## src/rtl/div_pkg.sv

```systemverilog
// div_pkg: op and state encodings shared by the divide unit
package div_pkg;
    localparam logic [1:0] DIV_OP  = 2'b00;
    localparam logic [1:0] DIVU_OP = 2'b01;
    localparam logic [1:0] REM_OP  = 2'b10;
    localparam logic [1:0] REMU_OP = 2'b11;
    localparam logic [1:0] ST_IDLE = 2'd0;
    localparam logic [1:0] ST_CALC = 2'd1;
    localparam logic [1:0] ST_DONE = 2'd2;
    typedef enum logic [1:0] {
        OP_DIV  = DIV_OP,
        OP_DIVU = DIVU_OP,
        OP_REM  = REM_OP,
        OP_REMU = REMU_OP
    } div_op_e;
    typedef enum logic [1:0] {
        S_IDLE = ST_IDLE,
        S_CALC = ST_CALC,
        S_DONE = ST_DONE
    } div_state_e;
endpackage

```

## src/rtl/div_step.sv

```systemverilog
// div_step: one restoring-division iteration
module div_step #(
    parameter int W = 32
) (
    input  logic [W-1:0] i_rem,
    input  logic         i_bit,
    input  logic [W-1:0] i_divisor,
    output logic [W-1:0] o_rem,
    output logic         o_q
);
    logic [W:0]   w_shift;
    logic [W-1:0] w_sub;
    assign w_shift = {i_rem, i_bit};
    assign w_sub   = w_shift[W-1:0] - i_divisor;
    assign o_q     = w_shift >= {1'b0, i_divisor};
    assign o_rem   = o_q ? w_sub : w_shift[W-1:0];
endmodule

```

## src/rtl/div_unit.sv

```systemverilog
// div_unit: iterative RV32M DIV/DIVU/REM/REMU with single-cycle corner-case paths
module div_unit
    import div_pkg::*;
#(
    parameter int DATA_WIDTH = 32,
    parameter int ADDR_WIDTH = 5
) (
    input  logic                  i_clk,
    input  logic                  i_rst,
    input  logic                  i_valid,
    output logic                  o_ready,
    input  logic [1:0]            i_op,
    input  logic [DATA_WIDTH-1:0] i_rs1_data,
    input  logic [DATA_WIDTH-1:0] i_rs2_data,
    input  logic [ADDR_WIDTH-1:0] i_rd_addr,
    input  logic                  i_kill,
    output logic                  o_valid,
    output logic [ADDR_WIDTH-1:0] o_rd_addr,
    output logic [DATA_WIDTH-1:0] o_rd_data
);
    localparam int W  = DATA_WIDTH;
    localparam int CW = $clog2(DATA_WIDTH) + 1;
    div_state_e          r_state;
    div_op_e             r_op;
    logic [W-1:0]        r_quot;
    logic [W-1:0]        r_rem;
    logic [W-1:0]        r_div;
    logic                r_neg_q;
    logic                r_neg_r;
    logic [CW-1:0]       r_cnt;
    logic [ADDR_WIDTH-1:0] r_addr;
    logic                r_valid;
    logic [ADDR_WIDTH-1:0] r_rd_addr;
    logic [W-1:0]        r_rd_data;
    logic                w_signed;
    logic                w_a_neg;
    logic                w_b_neg;
    logic [W-1:0]        w_a_abs;
    logic [W-1:0]        w_b_abs;
    logic                w_div0;
    logic                w_ovf;
    logic                w_accept;
    logic [W-1:0]        w_rem_nxt;
    logic                w_q_bit;
    logic [W-1:0]        w_q_fix;
    logic [W-1:0]        w_r_fix;
    assign w_signed = (i_op == DIV_OP) || (i_op == REM_OP);
    assign w_a_neg  = w_signed & i_rs1_data[W-1];
    assign w_b_neg  = w_signed & i_rs2_data[W-1];
    assign w_a_abs  = w_a_neg ? -i_rs1_data : i_rs1_data;
    assign w_b_abs  = w_b_neg ? -i_rs2_data : i_rs2_data;
    assign w_div0   = i_rs2_data == '0;
    assign w_ovf    = w_signed && (i_rs1_data == {1'b1, {(W-1){1'b0}}}) && (&i_rs2_data);
    assign o_ready  = (r_state == S_IDLE) && !r_valid && !i_rst;
    assign w_accept = o_ready && i_valid && !i_kill;
    assign w_q_fix  = r_neg_q ? -r_quot : r_quot;
    assign w_r_fix  = r_neg_r ? -r_rem : r_rem;
    assign o_valid   = r_valid;
    assign o_rd_addr = r_rd_addr;
    assign o_rd_data = r_rd_data;
    div_step #(.W(W)) u_step (
        .i_rem     (r_rem),
        .i_bit     (r_quot[W-1]),
        .i_divisor (r_div),
        .o_rem     (w_rem_nxt),
        .o_q       (w_q_bit)
    );
    always_ff @(posedge i_clk) begin
        if (i_rst) begin
            r_state   <= S_IDLE;
            r_op      <= OP_DIV;
            r_quot    <= '0;
            r_rem     <= '0;
            r_div     <= '0;
            r_neg_q   <= 1'b0;
            r_neg_r   <= 1'b0;
            r_cnt     <= '0;
            r_addr    <= '0;
            r_valid   <= 1'b0;
            r_rd_addr <= '0;
            r_rd_data <= '0;
        end else begin
            r_valid <= 1'b0;
            if (i_kill) begin
                r_state <= S_IDLE;
            end else begin
                case (r_state)
                    S_IDLE: if (w_accept) begin
                        r_op    <= div_op_e'(i_op);
                        r_addr  <= i_rd_addr;
                        r_cnt   <= '0;
                        r_div   <= w_b_abs;
                        r_neg_q <= !w_div0 && !w_ovf && (w_a_neg ^ w_b_neg);
                        r_neg_r <= !w_div0 && !w_ovf && w_a_neg;
                        r_quot  <= w_div0 ? '1 : w_ovf ? {1'b1, {(W-1){1'b0}}} : w_a_abs;
                        r_rem   <= w_div0 ? i_rs1_data : '0;
                        r_state <= (w_div0 || w_ovf) ? S_DONE : S_CALC;
                    end
                    S_CALC: begin
                        r_rem   <= w_rem_nxt;
                        r_quot  <= {r_quot[W-2:0], w_q_bit};
                        r_cnt   <= r_cnt + 1'b1;
                        r_state <= (r_cnt == CW'(W - 1)) ? S_DONE : S_CALC;
                    end
                    S_DONE: begin
                        r_valid   <= 1'b1;
                        r_rd_addr <= r_addr;
                        r_rd_data <= (r_op == OP_REM || r_op == OP_REMU) ? w_r_fix : w_q_fix;
                        r_state   <= S_IDLE;
                    end
                    default: r_state <= S_IDLE;
                endcase
            end
        end
    end
endmodule

```

## config.mk

```make
export PLATFORM = sky130hd
export DESIGN_NAME = div_unit
export DESIGN_NICKNAME = d
export VERILOG_FILES = /design/src/rtl/div_pkg.sv /design/src/rtl/div_step.sv /design/src/rtl/div_unit.sv
export SDC_FILE = /design/constraint.sdc
export NUM_CORES = 1
export LEC_CHECK = 0
export ABC_AREA = 1
export BUFFER_PORTS_ARGS = -buffer_cell sky130_fd_sc_hd__buf_2
export CAP_MARGIN = 15
export CORE_ASPECT_RATIO = 0.8
export CORE_UTILIZATION = 41
export CTS_CLUSTER_DIAMETER = 60
export DETAILED_ROUTE_END_ITERATION = 16
export GPL_ROUTABILITY_DRIVEN = 1
export SETUP_SLACK_MARGIN = 0.15
export SYNTH_ARGS = -nofsm -noshare
export SYNTH_HDL_FRONTEND = slang
export SYNTH_SLANG_ARGS = --single-unit
export TNS_END_PERCENT = 30
```

## constraint.sdc

```tcl
create_clock -name i_clk -period 2.8 [get_ports i_clk]
set_input_delay 0.84 -clock i_clk [delete_from_list [all_inputs] [get_ports i_clk]]
set_output_delay 0.84 -clock i_clk [all_outputs]
set_load 0.05 [all_outputs]
```

==> results_dict.tcl, run 1 <==
set metrics [dict create \
    synth_edf_count 0 \
    initial_core_util_pct 41.8 \
    worstMarginPinSlew_ns 0.869 \
    fp-row-count 59 \
    crit_buf_inv 2 \
    post-cts-setup-buffers 0 \
    dieHeight_um 165 \
    yosysTopAreaCell "dfxtp_1" \
    num-fill-cells 3571 \
    cts_buffer_depth 2 \
    rsz0062_at_grt "true" \
    grt_max_degree 60 \
    power.density_nw_per_um2 457 \
    critPathMaxStageDelay_ns 0.52 \
    synth_area_um2 13600 \
    cts_tree "yes" \
    yosysSeqAreaShare_pct 22.1 \
    endpoint_kind "register" \
    cp_cell_sequence "inv_1, ha_1, nand3_1, nor2_2, nand3_1, nand2_1, o21ai_0, o21ai_0, nand3_1, nand2_1, inv_1" \
    regToRegStartpoint "r_quot[0]$_SDFFE_PP0P_" \
    antenna_found_initial 0 \
    antenna_left 0 \
    setup_viol 0 \
    status "finished clean" \
    yosysMostFrequentCell "nand2_1" \
    ys_top_cells_by_area "dfxtp_1 (22%), nand2_1 (19%), inv_1 (10%)" \
    finalCritPeriodShare_pct 96.6 \
    maxCapViolations 0 \
    pre_cts_slack_ns 0.0822 \
    clk_latency_ns 0.44 \
    synth_ff_type "dfxtp_1" \
    first_global_vias 14400 \
    fmax_mhz 370 \
    pin_count 114 \
    min_to "r_cnt[2]$_SDFFE_PP0P_" \
    via_per_inst 5.49 \
    path_clk_slew_ns 0.07 \
    r2r_cells 11 \
    cp-start-kind "register" \
    route.detailed.drc 0 \
    max-vdd-ir-drop_v 0.000328 \
    synth-seq-cells 150 \
    crit_path_top_delay_cell "o21ai_0" \
    synthDistinctLibCells 48 \
    max_slew_margin_pct 41.5 \
    drt_iter0_drc 1794 \
    syn_nets 2551 \
    p_leak_nw 8.01 \
    r2r-end "o_rd_data[16]$_SDFFE_PP0P_" \
    rrSetupSlack_ns 0.09 \
    ff_latch_area_um2 3000 \
    netlist_instances 2437 \
    wl_um 56500 \
    cp_data_required_time_ns 3.15 \
    avgSynthCellArea_um2 5.58 \
    postSynth.asyncResetShare_pct 0 \
    synthTopCellsByCount "nand2_1 (701), inv_1 (364), nor2_1 (282)" \
    final-hold-violation-count 0 \
    nets 2654 \
    die-area_um2 33900 \
    yosysWarnings 0 \
    cts_root_buf "clkbuf_16" \
    cts_made_buffers 17 \
    critPathArrivalTime_ns 3.05 \
    grt_pass1_wl_um 85200 \
    slew_viol_final 0 \
    cts_num_sinks 150 \
    htree_levels 4 \
    min_from "r_cnt[2]$_SDFFE_PP0P_" \
    cp_max_fo 5 \
    n_antenna_cell 0 \
    wl_per_cell_um 19.0 \
    layout_setup_ws_ns 0.0944 \
    grt-ovfl-total 0 \
    drive_gt1_share_pct 9.95 \
    core_region_area_um2 32600 \
    hpwl_um 44900 \
    hold_depth 2 \
    portBuffers 113 \
    critical_path_class "reg2reg" \
    die_w_um 206 \
    critPathTopFamily "simple AND/OR/NAND/NOR gates" \
    gp_congestion 1.00 \
    first_pass_iters 7 \
    hold_class "reg2reg" \
    cp_common_cell "nand3_1" \
    period_needed_ns 2.71 \
    fin_util_pct 47.4 \
    worst_clock_skew_ns 0.0132 \
    track_usage_pct 33.4 \
    syn_to_final_growth_pct 13.5 \
    tns_ns 0 \
    multi_input_area_um2 8790 \
    vias 16300 \
    yosysTopAreaCellShare_pct 22.1 \
]
cell families after synthesis:
kind of cell,share of synthesized area [%]
buffers and inverters,13.4
XOR/XNOR,3.35
AND/OR/NAND/NOR,43.4
adder cells (fa/ha/maj),3.64
flip-flops,22.1
AO/OA/AOI/OAI,14.1
routing by layer:
layer	routed length (um)	up-vias	GRT usage, %
li1	-	7981	-
met1	27800	7501	51.3
met2	22400	778	46.9
met3	5330	85	6.24
met4	947	0	7.34
met5	0	-	0
registers in the layout (all words and copies together), names as in the netlist:
name and cells:
r_addr 5, r_state 2, o_rd_addr 5, r_rem 32, r_op 1, o_rd_data 32
r_neg_q 1, o_valid 1, r_neg_r 1, r_cnt 6, r_div 32, r_quot 32
worst reg2reg max path, cell delays in order, from the launching register on:
cell and delay [ns]:
dfxtp_1 0.34, inv_1 0.14, ha_1 0.20, nand3_1 0.28, nor2_2 0.42, nand3_1 0.16, nand2_1 0.15, o21ai_0 0.12
o21ai_0 0.52, nand3_1 0.15, nand2_1 0.09, inv_1 0.03
cells in the final DEF, fill, tap and decap left out, drive strengths merged, types with 38 or more instances in the layout:
cell   instances
nand2        711
nand4         59
inv          375
xor2          45
a21oi        137
dfxtp        150
buf          174
nor2         299
o21ai        161
ha            38
nand3        251
power by group:
| part | switching (mW) | internal [mW] |
|---|---|---|
| Combinational | 1.69 | 0.722 |
| Sequential | 0.0855 | 2.22 |
| Clock | 1.08 | 1.26 |
| Total | 2.86 | 4.20 |
through the flow:
stage / power [mW] / instances / cell area, um2 / hold slack, ns
after global routing: 7.41 / 2979 / 15400 / 0.498
after detailed placement: 4.67 / 2948 / 14800 / 0.462
after floorplan: 3.88 / 2437 / 13600 / 0.435
final: 7.06 / 2979 / 15400 / 0.475
after CTS: 6.98 / 2979 / 15400 / 0.472
after global placement: 4.65 / 2948 / 14800 / 0.456
how the worst max path moves through the flow:
stage               cells after the start              startpoint                          to  slack, ns
finish                                 11  r_quot[0]$_SDFFE_PP0P_  o_rd_data[16]$_SDFFE_PP0P_       0.09
global route                           12  r_quot[0]$_SDFFE_PP0P_  o_rd_data[30]$_SDFFE_PP0P_       0.06
CTS                                    13   r_div[1]$_SDFFE_PP0P_      r_rem[21]$_SDFFE_PP0P_       0.20
detailed placement                     12           i_rs1_data[1]        r_neg_q$_SDFFE_PP0P_       0.08
global placement                       12           i_rs1_data[1]        r_neg_q$_SDFFE_PP0P_       0.12
floorplan                               4                   i_rst                     o_ready       0.48
area by class of cell:
cell class | count | share of cell area (%)
multi-input combinational | 1825 | 57.0
timing repair buffer | 174 | 7.39
inverter | 372 | 9.05
sequential | 150 | 19.5
clock inverter | 12 | 0.786
tap | 427 | 3.46
clock buffer | 19 | 2.87
what timing repair did:
item,4_1_cts,5_1_grt
gates resized for setup,0,7
setup endpoints to repair,0,37
hold buffers,0,0
No activity file was read; power rests on OpenSTA's default activity.
==> run 2, diff against run 1 <==
--- a/config.mk
+++ b/config.mk
@@ -13,6 +13,7 @@
 export CTS_CLUSTER_DIAMETER = 60
 export DETAILED_ROUTE_END_ITERATION = 16
 export GPL_ROUTABILITY_DRIVEN = 1
+export RECOVER_POWER = 50
 export SETUP_SLACK_MARGIN = 0.15
 export SYNTH_ARGS = -nofsm -noshare
 export SYNTH_HDL_FRONTEND = slang
==> run 2 against run 1 <==
  * Maximum frequency is 2.2% higher
  * Critical path type unchanged
  * Flip-flop and latch count stayed put
  * Sequential power hardly changed
  * Critical endpoint is now o_rd_data[30]$_SDFFE_PP0P_
==> results_dict.tcl, run 2 (same netlist as run 1, synthesis figures left out) <==
set metrics [dict create \
    critical_path_depth 13 \
    crit_buf_inv 2 \
    wl_um 56600 \
    power_mw 7.05 \
    finalCritPeriodShare_pct 94.5 \
    rrSetupSlack_ns 0.15 \
    worstMarginPinSlew_ns 1.13 \
    drt_iter0_drc 1775 \
    setup_viol 0 \
    route.detailed.drc 0 \
    pin_count 114 \
    ff_latch_area_um2 3000 \
    maxCapViolations 0 \
    first_pass_iters 6 \
    wl_per_cell_um 19.0 \
    track_usage_pct 33.4 \
    dieHeight_um 165 \
    cts_root_buf "clkbuf_16" \
    grt_pass1_wl_um 85200 \
    max_slew_margin_pct 24.6 \
    vias 16300 \
    path_clk_slew_ns 0.07 \
    use_met3_pct 6.24 \
    placed_area_um2 14800 \
    p_leak_nw 7.82 \
    fmax_mhz 378 \
    critPathArrivalTime_ns 3.00 \
    hold_class "reg2reg" \
    power.density_nw_per_um2 460 \
    use_met2_pct 46.9 \
    dp.cells 2948 \
    period_needed_ns 2.65 \
    multi_input_area_um2 8780 \
    critPathMaxStageDelay_ns 0.39 \
    grt-ovfl-total 0 \
    r2r-end "o_rd_data[30]$_SDFFE_PP0P_" \
    hpwl_um 44900 \
    final_cells 2979 \
    fp-row-count 59 \
    min_from "r_cnt[2]$_SDFFE_PP0P_" \
    cts_made_buffers 17 \
    cts_tree "yes" \
    cp_cell_sequence "inv_1, ha_1, nand3_1, nor2_2, nand3_1, nand2_1, nand3_1, nor2_1, nand2_1, nand3_1, nand3_1, nand2_1, inv_1" \
    rsz0062_at_grt "true" \
    cp_data_required_time_ns 3.15 \
    tns_ns 0 \
    critPathTopFamily "simple AND/OR/NAND/NOR gates" \
    antenna_left 0 \
    grtUsageMet1_pct 51.3 \
    endpoint_kind "register" \
    final_common_cell "nand2_1" \
    clk_latency_ns 0.45 \
    die-area_um2 33900 \
    design_area_um2 15300 \
    post-cts-setup-buffers 0 \
    syn_to_final_growth_pct 12.7 \
    drive_gt1_share_pct 8.27 \
    r2r_cells 13 \
    via_per_inst 5.46 \
    min_to "r_cnt[2]$_SDFFE_PP0P_" \
    cp-start-kind "register" \
    regToRegStartpoint "r_quot[0]$_SDFFE_PP0P_" \
    critical_path_class "reg2reg" \
    gp_congestion 1.00 \
    n_antenna_cell 0 \
    final-hold-violation-count 0 \
    hold_depth 2 \
    antenna_found_initial 0 \
    cp_common_cell "nand3_1" \
    first_global_vias 14400 \
    status "finished clean" \
    grt_max_degree 60 \
    num-fill-cells 3615 \
    initial_core_util_pct 41.8 \
    slew_viol_final 0 \
    final_cell_mix "nand2_1 (700), inv_1 (364), nor2_1 (282)" \
    htree_levels 4 \
    busiest_layer "met1" \
    core_region_area_um2 32600 \
    worst_clock_skew_ns 0.0161 \
    max-vdd-ir-drop_v 0.000330 \
    crit_path_top_delay_cell "nor2_2" \
    die_w_um 206 \
    portBuffers 113 \
    nets 2654 \
    cts_buffer_depth 2 \
    cts_num_sinks 150 \
    cp_max_fo 5 \
]
run 2: changes by cell type in the layout (fill, tap and decap cells not counted), moves of 3 or more:
| cell | before | now |
|---|---|---|
| buf_4 | 51 | 48 |
| clkbuf_4 | 0 | 3 |
| clkbuf_2 | 0 | 3 |
| buf_2 | 113 | 74 |
| buf_12 | 9 | 6 |
| clkbuf_1 | 1 | 40 |
run 2: worst max-delay path by stage:
stage,startpoint,end
2_1_floorplan,i_rst,o_ready
3_3_place_gp,i_rs1_data[1],r_neg_q$_SDFFE_PP0P_
3_5_place_dp,i_rs1_data[1],r_neg_q$_SDFFE_PP0P_
4_1_cts,r_div[1]$_SDFFE_PP0P_,r_rem[21]$_SDFFE_PP0P_
5_1_grt,r_quot[0]$_SDFFE_PP0P_,o_rd_data[30]$_SDFFE_PP0P_
6_report,r_quot[0]$_SDFFE_PP0P_,o_rd_data[30]$_SDFFE_PP0P_
run 2: layout make-up:
class,count,area share (%)
Timing Repair Buffer,174,6.83
Multi-Input combinational cell,1825,57.3
Inverter,372,9.11
Clock inverter,12,0.792
Tap cell,427,3.49
Clock buffer,19,2.89
Sequential cell,150,19.6
run 2: repair_timing:
item | CTS | global route
endpoints found under the setup margin | 0 | 37
hold buffers | 0 | 0
gates resized for setup | 0 | 7
run 2: layer usage:
layer | vias up | routed length [um]
li1 | 7978 | -
met1 | 7527 | 27900
met2 | 711 | 22500
met3 | 64 | 5360
met4 | 0 | 863
met5 | - | 0
run 2: power breakdown:
part	leakage [nW]	internal, mW	switching [mW]	total (mW)
registers	1.22	2.22	0.0856	2.30
clock network	0.257	1.26	1.09	2.34
logic	6.35	0.714	1.69	2.40
run 2: worst register-to-register path: cells and delay by family (launching register included):
family | cells | cell delay (ns)
and+or+nand+nor | 10 | 1.82
adders and majority gates | 1 | 0.21
DFF | 1 | 0.34
buffers and inverters | 2 | 0.17
run 2: through the flow:
stage	util, %	setup slack [ns]	hold slack (ns)
global route	47.1	0.0577	0.498
CTS	47.3	0.200	0.472
detailed placement	45.6	0.0822	0.462
floorplan	-	0.483	0.435
global placement	45.6	0.121	0.456
finish	47.1	0.153	0.477
==> run 3, diff against run 2 <==
--- a/config.mk
+++ b/config.mk
@@ -14,7 +14,7 @@
 export DETAILED_ROUTE_END_ITERATION = 16
 export GPL_ROUTABILITY_DRIVEN = 1
 export RECOVER_POWER = 50
-export SETUP_SLACK_MARGIN = 0.15
+export SETUP_SLACK_MARGIN = 0.02
 export SYNTH_ARGS = -nofsm -noshare
 export SYNTH_HDL_FRONTEND = slang
 export SYNTH_SLANG_ARGS = --single-unit
==> constraint.sdc (replaced) <==
create_clock -name i_clk -period 3.2 [get_ports i_clk]
set_input_delay 0.96 -clock i_clk [delete_from_list [all_inputs] [get_ports i_clk]]
set_output_delay 0.96 -clock i_clk [all_outputs]
set_load 0.05 [all_outputs]
==> run 3 against run 2 <==
  * Global-route usage rose by 0.61 points
  * Sequential power down 13%
  * Largest power group is now clock
  * Critical endpoint is now r_div[2]$_SDFFE_PP0P_
  * Non-clock buffer count shrank 19
  * Combinational power is 12% lower
==> results_dict.tcl, run 3 (same netlist as run 1, synthesis figures left out) <==
set metrics [dict create \
    grt-ovfl-total 0 \
    regToRegStartpoint "r_rem[26]$_SDFFE_PP0P_" \
    worstMarginPinSlew_ns 1.21 \
    htree_levels 4 \
    whs_ns 0.466 \
    power_mw 6.25 \
    portBuffers 113 \
    cts_buffer_depth 2 \
    rsz0062_at_grt "false" \
    min_to "r_cnt[2]$_SDFFE_PP0P_" \
    drive_gt1_share_pct 7.46 \
    nets 2636 \
    pin_count 114 \
    route.detailed.drc 0 \
    hold_depth 2 \
    status "finished clean" \
    dp.cells 2929 \
    cts_made_buffers 17 \
    power.density_nw_per_um2 412 \
    drt_iter0_drc 1719 \
    antenna_left 0 \
    via_per_inst 5.45 \
    cts_num_sinks 150 \
    worst_clock_skew_ns 0.0106 \
    wl_um 57500 \
    tns_ns 0 \
    vias 16200 \
    n_antenna_cell 0 \
    r2r_cells 13 \
    max-vdd-ir-drop_v 0.000325 \
    cp-start-kind "primary input" \
    ctsResizeCount 0 \
    slew_viol_final 0 \
    hold_buffers 0 \
    finalCritPeriodShare_pct 90.9 \
    rrSetupSlack_ns 0.34 \
    wl_per_cell_um 19.4 \
    cp_data_required_time_ns 3.55 \
    maxCapViolations 0 \
    hpwl_um 45400 \
    p_leak_nw 7.73 \
    r2r-end "r_rem[19]$_SDFFE_PP0P_" \
    post-cts-setup-buffers 0 \
    grt_pass1_wl_um 85500 \
    syn_to_final_growth_pct 11.5 \
    setup_viol 0 \
    hold_class "reg2reg" \
    critPathArrivalTime_ns 3.26 \
    final_cell_mix "nand2_1 (701), inv_1 (364), nor2_1 (283)" \
    path_clk_slew_ns 0.07 \
    antenna_found_initial 1 \
    pre_cts_slack_ns 0.0651 \
    max_slew_margin_pct 19.2 \
    initial_core_util_pct 41.8 \
    first_pass_iters 5 \
    period_needed_ns 2.91 \
    num-fill-cells 3717 \
    fp-row-count 59 \
    final_common_cell "nand2_1" \
    core_region_area_um2 32600 \
    clk_latency_ns 0.45 \
    final-hold-violation-count 0 \
    die-area_um2 33900 \
    fin_util_pct 46.6 \
    endpoint_kind "register" \
    first_global_vias 14100 \
    final_cells 2962 \
    die_w_um 206 \
    fmax_mhz 344 \
    cp_max_fo 23 \
    min_from "r_cnt[2]$_SDFFE_PP0P_" \
    cts_root_buf "clkbuf_16" \
    grt_max_degree 63 \
    placed_area_um2 14700 \
    design_area_um2 15200 \
    cts_tree "yes" \
    critical_path_class "in2reg" \
    gp_congestion 1.01 \
    layout_setup_ws_ns 0.293 \
    track_usage_pct 34.0 \
    dieHeight_um 165 \
]
[run 3: routing by layer]
metal	wire length, um	vias to the layer above	global-route usage (%)
met5	13	-	0
met4	1240	2	8.62
met3	6170	76	8.96
met2	21700	709	45.6
met1	28400	7393	51.9
li1	-	7974	-
[run 3: power by group]
part | switching (mW) | total, mW | internal [mW] | leakage (nW)
combinational | 1.50 | 2.10 | 0.596 | 6.22
sequential | 0.0663 | 2.01 | 1.94 | 1.22
clock | 1.01 | 2.15 | 1.14 | 0.293
total | 2.58 | 6.25 | 3.67 | 7.73
[run 3: how the worst max path moves through the flow]
stage / start / endpoint / cells past startpoint
2_1_floorplan: i_rst / o_ready / 4
3_3_place_gp: i_rs1_data[1] / r_neg_q$_SDFFE_PP0P_ / 12
3_5_place_dp: i_rs1_data[1] / r_neg_q$_SDFFE_PP0P_ / 12
4_1_cts: r_rem[9]$_SDFFE_PP0P_ / r_quot[0]$_SDFFE_PP0P_ / 11
5_1_grt: i_rst / r_div[2]$_SDFFE_PP0P_ / 10
6_report: i_rst / r_div[2]$_SDFFE_PP0P_ / 10
[run 3: area by class of cell]
class	count	area, um2	area share (%)
clock buffers	18	439	2.90
repair buffers	155	876	5.77
inverters	372	1400	9.20
flip-flops and latches	150	3000	19.8
well taps	427	534	3.52
clock inverters	14	158	1.04
multi-input cells	1826	8760	57.8
[run 3: worst max-delay path: stages]
cell,delay (ns)
clkbuf_1,0.08
nor2_1,0.10
nand2_1,0.08
nor3_1,0.73
inv_1,0.43
clkbuf_2,0.41
a21oi_1,0.19
o21ai_0,0.16
nand2_1,0.09
inv_1,0.04
